==> config.mk <==
export PLATFORM = sky130hd
export DESIGN_NAME = floo_hbm_req_scheduler
export DESIGN_NICKNAME = d
export VERILOG_FILES = /design/src/rtl/floo_pkg.sv /design/src/rtl/fifo_v3.sv /design/src/rtl/floo_hbm_req_scheduler.sv
export SDC_FILE = /design/constraint.sdc
export NUM_CORES = 1
export LEC_CHECK = 0
export CAP_MARGIN = 20
export CORE_AREA = 2 2 187 189
export CTS_BUF_LIST = sky130_fd_sc_hd__clkbuf_2 sky130_fd_sc_hd__clkbuf_4 sky130_fd_sc_hd__clkbuf_8
export CTS_CLUSTER_DIAMETER = 120
export DETAILED_ROUTE_END_ITERATION = 10
export DIE_AREA = 0 0 189 191
export SETUP_SLACK_MARGIN = 0.3
export SYNTH_ARGS = -nofsm -noshare
export SYNTH_HDL_FRONTEND = slang
export SYNTH_HIERARCHICAL = 1
export SYNTH_SLANG_ARGS = --single-unit
==> constraint.sdc <==
create_clock -name clk_i -period 4.6 [get_ports clk_i]
set_clock_uncertainty 0.05 [all_clocks]
set_input_delay 0.69 -clock clk_i [delete_from_list [all_inputs] [get_ports clk_i]]
set_output_delay 0.69 -clock clk_i [all_outputs]
set_load 0.02 [all_outputs]
==> src/rtl/floo_pkg.sv <==
// Shared constants and index types for the HBM request scheduler.
package floo_pkg;

    localparam int unsigned NumReqDefault         = 32'd4;
    localparam int unsigned MaxOutstandingDefault = 32'd8;

    function automatic int unsigned idx_width(input int unsigned n);
        return (n > 32'd1) ? $clog2(n) : 32'd1;
    endfunction

    localparam int unsigned SrcIdxWidth = idx_width(NumReqDefault);
    localparam int unsigned CntWidth    = $clog2(MaxOutstandingDefault) + 32'd1;

    typedef logic [SrcIdxWidth-1:0] src_idx_t;

endpackage

==> src/rtl/fifo_v3.sv <==
// Source-index FIFO: power-of-two depth, extra pointer bit separates full from empty.
module fifo_v3 #(
    parameter int unsigned DATA_WIDTH = 32'd2,
    parameter int unsigned DEPTH      = 32'd8
) (
    input  logic                  clk_i,
    input  logic                  rst_ni,
    input  logic                  flush_i,
    output logic                  full_o,
    output logic                  empty_o,
    input  logic [DATA_WIDTH-1:0] data_i,
    input  logic                  push_i,
    output logic [DATA_WIDTH-1:0] data_o,
    input  logic                  pop_i
);
    localparam int unsigned AddrW = $clog2(DEPTH);

    logic [AddrW:0]          r_wptr;
    logic [AddrW:0]          r_rptr;
    logic [DATA_WIDTH-1:0]   r_mem [DEPTH];
    logic                    w_push;
    logic                    w_pop;

    assign empty_o = (r_wptr == r_rptr);
    assign full_o  = (r_wptr[AddrW] != r_rptr[AddrW]) &&
                     (r_wptr[AddrW-1:0] == r_rptr[AddrW-1:0]);
    assign w_push  = push_i && !full_o;
    assign w_pop   = pop_i && !empty_o;
    assign data_o  = r_mem[r_rptr[AddrW-1:0]];

    // Read/write pointers, wrapping naturally through the extra MSB.
    always_ff @(posedge clk_i or negedge rst_ni) begin
        if (!rst_ni) begin
            r_wptr <= '0;
            r_rptr <= '0;
        end else if (flush_i) begin
            r_wptr <= '0;
            r_rptr <= '0;
        end else begin
            if (w_push) begin
                r_wptr <= r_wptr + {{AddrW{1'b0}}, 1'b1};
            end
            if (w_pop) begin
                r_rptr <= r_rptr + {{AddrW{1'b0}}, 1'b1};
            end
        end
    end

    // Storage needs no reset: stale entries are unreachable while empty.
    always_ff @(posedge clk_i) begin
        if (w_push) begin
            r_mem[r_wptr[AddrW-1:0]] <= data_i;
        end
    end

endmodule

==> src/rtl/floo_hbm_req_scheduler.sv <==
// Round-robin scheduler sharing one HBM port among requesters; responses return
// in order and are routed back using a FIFO of granted source indices.
module floo_hbm_req_scheduler
    import floo_pkg::*;
#(
    parameter int unsigned NumReq         = NumReqDefault,
    parameter int unsigned PayloadWidth   = 32'd64,
    parameter int unsigned RspWidth       = 32'd64,
    parameter int unsigned MaxOutstanding = MaxOutstandingDefault
) (
    input  logic                                   clk_i,
    input  logic                                   rst_i,
    input  logic [NumReq-1:0]                      req_valid_i,
    output logic [NumReq-1:0]                      req_ready_o,
    input  logic [NumReq-1:0][PayloadWidth-1:0]    req_data_i,
    output logic                                   hbm_req_valid_o,
    input  logic                                   hbm_req_ready_i,
    output logic [PayloadWidth-1:0]                hbm_req_data_o,
    output logic [$clog2(NumReq)-1:0]              hbm_req_src_o,
    input  logic                                   hbm_rsp_valid_i,
    output logic                                   hbm_rsp_ready_o,
    input  logic [RspWidth-1:0]                    hbm_rsp_data_i,
    input  logic                                   hbm_rsp_last_i,
    output logic [NumReq-1:0]                      rsp_valid_o,
    input  logic [NumReq-1:0]                      rsp_ready_i,
    output logic [RspWidth-1:0]                    rsp_data_o,
    output logic                                   rsp_last_o,
    output logic [$clog2(MaxOutstanding):0]        outstanding_o,
    output logic                                   busy_o
);
    localparam int unsigned SrcW = $clog2(NumReq);
    localparam int unsigned CntW = $clog2(MaxOutstanding) + 32'd1;

    logic [SrcW-1:0] r_ptr;
    logic            r_lock;
    logic [SrcW-1:0] r_lock_idx;
    logic [CntW-1:0] r_cnt;

    logic [SrcW-1:0] w_grant;
    logic [SrcW:0]   w_sum;
    logic            w_any;
    logic            w_full;
    logic            w_req_hs;
    logic            w_rsp_en;
    logic            w_rsp_pop;
    logic            w_fifo_full;
    logic            w_fifo_empty;
    logic [SrcW-1:0] w_head;
    logic            w_rst_n;

    // Round-robin pick starting at r_ptr; a pending stalled grant overrides it.
    always_comb begin
        w_grant = r_ptr;
        w_any   = 1'b0;
        w_sum   = '0;
        if (r_lock) begin
            w_grant = r_lock_idx;
            w_any   = req_valid_i[r_lock_idx];
        end else begin
            for (int k = int'(NumReq) - 1; k >= 0; k--) begin
                w_sum = {1'b0, r_ptr} + (SrcW+1)'(k);
                if (w_sum >= (SrcW+1)'(NumReq)) begin
                    w_sum = w_sum - (SrcW+1)'(NumReq);
                end else begin
                    w_sum = w_sum;
                end
                if (req_valid_i[w_sum[SrcW-1:0]]) begin
                    w_grant = w_sum[SrcW-1:0];
                    w_any   = 1'b1;
                end else begin
                    w_any   = w_any;
                end
            end
        end
    end

    assign w_full          = (r_cnt == CntW'(MaxOutstanding)) || w_fifo_full;
    assign hbm_req_valid_o = !rst_i && w_any && !w_full;
    assign hbm_req_data_o  = req_data_i[w_grant];
    assign hbm_req_src_o   = w_grant;
    assign w_req_hs        = hbm_req_valid_o && hbm_req_ready_i;

    // Only the granted requester sees the downstream ready.
    always_comb begin
        req_ready_o = '0;
        for (int i = 0; i < int'(NumReq); i++) begin
            req_ready_o[i] = hbm_req_valid_o && hbm_req_ready_i && (w_grant == SrcW'(i));
        end
    end

    assign w_rsp_en        = !rst_i && !w_fifo_empty;
    assign hbm_rsp_ready_o = w_rsp_en && rsp_ready_i[w_head];
    assign rsp_data_o      = hbm_rsp_data_i;
    assign rsp_last_o      = hbm_rsp_last_i;
    assign w_rsp_pop       = hbm_rsp_valid_i && hbm_rsp_ready_o && hbm_rsp_last_i;

    // Response beats steer to the oldest outstanding source.
    always_comb begin
        rsp_valid_o = '0;
        for (int i = 0; i < int'(NumReq); i++) begin
            rsp_valid_o[i] = w_rsp_en && hbm_rsp_valid_i && (w_head == SrcW'(i));
        end
    end

    assign outstanding_o = r_cnt;
    assign busy_o        = (r_cnt != '0);
    assign w_rst_n       = !rst_i;

    // Pointer, lock and in-flight counter.
    always_ff @(posedge clk_i or posedge rst_i) begin
        if (rst_i) begin
            r_ptr      <= '0;
            r_lock     <= 1'b0;
            r_lock_idx <= '0;
            r_cnt      <= '0;
        end else begin
            if (w_req_hs) begin
                r_ptr  <= (w_grant == SrcW'(NumReq - 32'd1)) ? '0 : w_grant + SrcW'(1);
                r_lock <= 1'b0;
            end else if (hbm_req_valid_o) begin
                r_lock     <= 1'b1;
                r_lock_idx <= w_grant;
            end else begin
                r_lock <= r_lock;
            end
            case ({w_req_hs, w_rsp_pop})
                2'b10:   r_cnt <= r_cnt + CntW'(1);
                2'b01:   r_cnt <= r_cnt - CntW'(1);
                default: r_cnt <= r_cnt;
            endcase
        end
    end

    fifo_v3 #(
        .DATA_WIDTH (SrcW),
        .DEPTH      (MaxOutstanding)
    ) i_src_fifo (
        .clk_i   (clk_i),
        .rst_ni  (w_rst_n),
        .flush_i (1'b0),
        .full_o  (w_fifo_full),
        .empty_o (w_fifo_empty),
        .data_i  (w_grant),
        .push_i  (w_req_hs),
        .data_o  (w_head),
        .pop_i   (w_rsp_pop)
    );

endmodule

==> out/qor.csv, run 1 <==
stage,metric,value,unit
run_status,status,completed,
grt,largest net degree at the start of global routing,43,
flow_run,max cap viols,0,
logic_synthesis,"FF+latch count, synth",33,
grt,initial antenna violation count,1,
min_path,Worst Hold Class,reg -> reg,
die,initial core utilization,14.2,%
clock_tree,clk sinks,33,
cells_and_area,Area Growth Syn to Fin,76.1,%
logic_synthesis,post-synth top area cell,mux2i_1,
logic_synthesis,number of enable flip-flop cells after synthesis,16,
critical_path,type of destination of the critical path,primary output,
routing,TritonRoute pass-1 iters,4,
die,Die X,189,microns
routing,DR WL/cell,19.4,microns
logic_synthesis,post-synth cell types,56,
power_and_ir_drop,Worst VDD drop,347,uV
placed_design,global placer's final weighted congestion,0.770,
timing,Max Slew Vio Count,0,
power_and_ir_drop,Static Leak,3.61,nW
clock_tree,Clock Tree Root,clkbuf_8,
routing,Via Count,4639,
logic_synthesis,Post-Syn Area per Cell,10.5,sq um
logic_synthesis,yosys warns,6,
clock_tree,Num CTS Buffers,5,
power_and_ir_drop,PwrDens,510,mW/mm^2
cells_and_area,Finished Cell Area,0.00854,sq mm
logic_synthesis,"Primary FF master, synth",dfrtp_1,
timing,Least-Margin Pin Slew,0.756,ns
logic_synthesis,Synth top area share,40.2,%
cells_and_area,share of layout cells above drive strength 1,6.52,%
cells_and_area,n_diodes,0,
critical_path,slowest CP cell,clkdlybuf4s50_1,
timing,setup_tns,0,ns
critical_path,CP startpoint kind,input pin,
critical_path,Critical Path RT,3.86,ns
logic_synthesis,"Seq/Total Area, Yosys",18.7,%
critical_path,crit-path max FO,19,
cells_and_area,Final nets,1093,
grt,first-pass GRT wire length,31.6,mm
critical_path,worst path cell trace,clkdlybuf4s50_1 > inv_1 > o2111a_1 > o41ai_4 > buf_12 > buf_12 > buf_12 > mux2i_1 > mux2i_1 > clkdlybuf4s50_1,
timing,unrepaired setup endpoints after global routing,false,
min_path,min-delay src,outstanding_o[3]$_DFFE_PP0P_,
placed_design,DP Wirelength,20.4,mm
logic_synthesis,most common cell in the netlist,mux2i_1,
clock_tree,hold_buf cts,0,
critical_path,crit path DAT,3.43,ns
cells_and_area,Util after Layout,25.0,%
power_and_ir_drop,Power Total,4.36,mW
logic_synthesis,Post-synth top cells,"mux2i_1, buf_4, dfrtp_1, edfxtp_1",
timing,Max-Slew Margin vs Limit,48.9,%
die,DIE AREA,0.0361,sq mm
die,Die Ht,191,microns
critical_path,r2r startpoint,i_src_fifo/r_rptr[0]$_DFFE_PN0P_,
die,core area,0.0341,sq mm
timing,fmax,240,MHz
routing,DRC Markers,0,
placed_design,Area after DPL,0.00831,sq mm
grt,GRT overflow,0,
die,IO Count,479,
timing,final setup vio count,0,
timing,Fin. Hold Viols,0,
critical_path,most common cell type on the critical path,buf_12,
routing,Routed WL,23.4,mm
clock_tree,H-tree levels,2,
critical_path,Critical path origin,req_valid_i[1],
routing,DR vias/cell,3.85,
routing,post-route ant nets,0,
clock_tree,clock tree buffer depth,2,
logic_synthesis,cell area after synthesis,0.00485,sq mm
timing,crit path time final,4.17,ns
critical_path,Crit Path Class,in -> out,
logic_synthesis,Area contributors post-synth,"mux2i_1, buf_4, edfxtp_1, dfrtp_1, buf_12",
cells_and_area,FILL cells,3615,
grt,Global Route Usage Sum,11.9,%
placed_design,port bufs,350,
clock_tree,clock latency at the later pin of the worst-skew pair,0.28,ns
grt,vias in the first global route,4802,
clock_tree,CTS tree,done,
routing,detailed router's first-iteration violation count,145,
die,num rows,68,
logic_synthesis,ys async rst share,51.5,%
logic_synthesis,Mapped Cells,464,
critical_path,"slowest stage delay, CP",0.64,ns
clock_tree,clk slew on worst S/H paths,0.07,ns
timing,crit share post-route,90.6,%
-- flip-flops by register name, summed over array words and instances (netlist names) --
signal	count
outstanding_o	4
r_lock_idx	2
r_lock	1
i_src_fifo/r_rptr	4
i_src_fifo/r_wptr	4
r_ptr	2
i_src_fifo/r_mem	16
-- report_power, final --
group	internal [mW]	switching (mW)	total, mW
logic	1.84	1.75	3.59
clock network	0.215	0.109	0.324
registers	0.379	0.0644	0.444
total	2.44	1.92	4.36
-- critical path, delay by kind of cell --
kind	cells	cell delay (ns)
multiplexers	2	0.24
buffers and inverters	6	1.84
AO/OA/AOI/OAI	2	0.63
-- layer usage --
layer | share of wire (%) | up-vias | track usage (%)
li1 | - | 2197 | -
met4 | 1.7 | 4 | 2.61
met1 | 32 | 2117 | 11.3
met5 | 0.46 | - | 1.79
met2 | 52 | 299 | 21.9
met3 | 13 | 22 | 6.85
-- cells by family after synthesis --
group | after synthesis | share of synthesized area (%)
AO/OA/AOI/OAI | 22 | 4.90
XOR/XNOR | 12 | 2.17
adder cells (fa/ha/maj) | 10 | 2.73
buffers and inverters | 109 | 18.1
flip-flops | 33 | 18.7
multiplexers | 212 | 45.8
other | 1 | 0.0773
AND/OR/NAND/NOR | 65 | 7.51
-- metrics by stage --
step                      cells  hold slack [ns]  setup WS, ns
final                      1206            0.474         0.435
after global routing       1206            0.520         0.307
after CTS                  1206            0.475         0.265
after detailed placement   1196            0.462         0.158
after global placement     1196            0.452         0.123
after floorplan             471            0.439          1.32
-- cell usage in the layout, fill, tap and decap left out, drive strengths merged, types with 3 or more instances in the layout --
| master | count |
|---|---|
| clkdlybuf4s50 | 333 |
| mux2i | 195 |
| buf | 18 |
| dfrtp | 17 |
| edfxtp | 16 |
| dlymetal6s2s | 13 |
| inv | 13 |
| nor2 | 12 |
| mux2 | 11 |
| nand2 | 9 |
| ha | 9 |
| conb | 8 |
| nand2b | 6 |
| mux4 | 6 |
| xnor2 | 6 |
| xor2 | 6 |
| and3 | 6 |
| nor2b | 5 |
| clkbuf | 5 |
| nor4 | 5 |
| nor3b | 4 |
| nor3 | 4 |
| nand4 | 4 |
| or4 | 3 |
| dlygate4sd2 | 3 |
-- layout make-up --
class / instances / area (sq um) / share of cell area [%]
Clock buffer: 5 / 68.8 / 0.806
Clock inverter: 3 / 65.1 / 0.762
Inverter: 13 / 48.8 / 0.571
Multi-Input combinational cell: 329 / 3100 / 36.3
Sequential cell: 33 / 906 / 10.6
Tap cell: 455 / 569 / 6.67
Timing Repair Buffer: 368 / 3780 / 44.3
-- final timing paths --
path | cells past startpoint | slack (ns) | to
max | 10 | 0.43 | hbm_req_data_o[5]
min | 1 | 0.47 | outstanding_o[3]$_DFFE_PP0P_
max reg2reg | 11 | 0.96 | outstanding_o[3]$_DFFE_PP0P_
min reg2reg | 1 | 0.47 | outstanding_o[3]$_DFFE_PP0P_
max in group asynchronous | 2 | 3.16 | i_src_fifo/r_rptr[1]$_DFFE_PN0P_
min in group asynchronous | 2 | 0.88 | r_lock$_DFFE_PP0P_
-- timing repair --
action                     4_1_cts  5_1_grt
pin swaps                        1        0
gates resized for setup          4       14
gates cloned                     1        0
buffers inserted                 1        0
setup endpoints to repair       34       43
Power figures use the tool's default switching activity.
==> inputs of run 2 (changes only) <==
--- a/config.mk
+++ b/config.mk
@@ -5,7 +5,6 @@
 export SDC_FILE = /design/constraint.sdc
 export NUM_CORES = 1
 export LEC_CHECK = 0
-export CAP_MARGIN = 20
 export CORE_AREA = 2 2 187 189
 export CTS_BUF_LIST = sky130_fd_sc_hd__clkbuf_2 sky130_fd_sc_hd__clkbuf_4 sky130_fd_sc_hd__clkbuf_8
 export CTS_CLUSTER_DIAMETER = 120
==> results of run 2 <==
No change in the layout: final DEF, timing and power equal those of run 1.
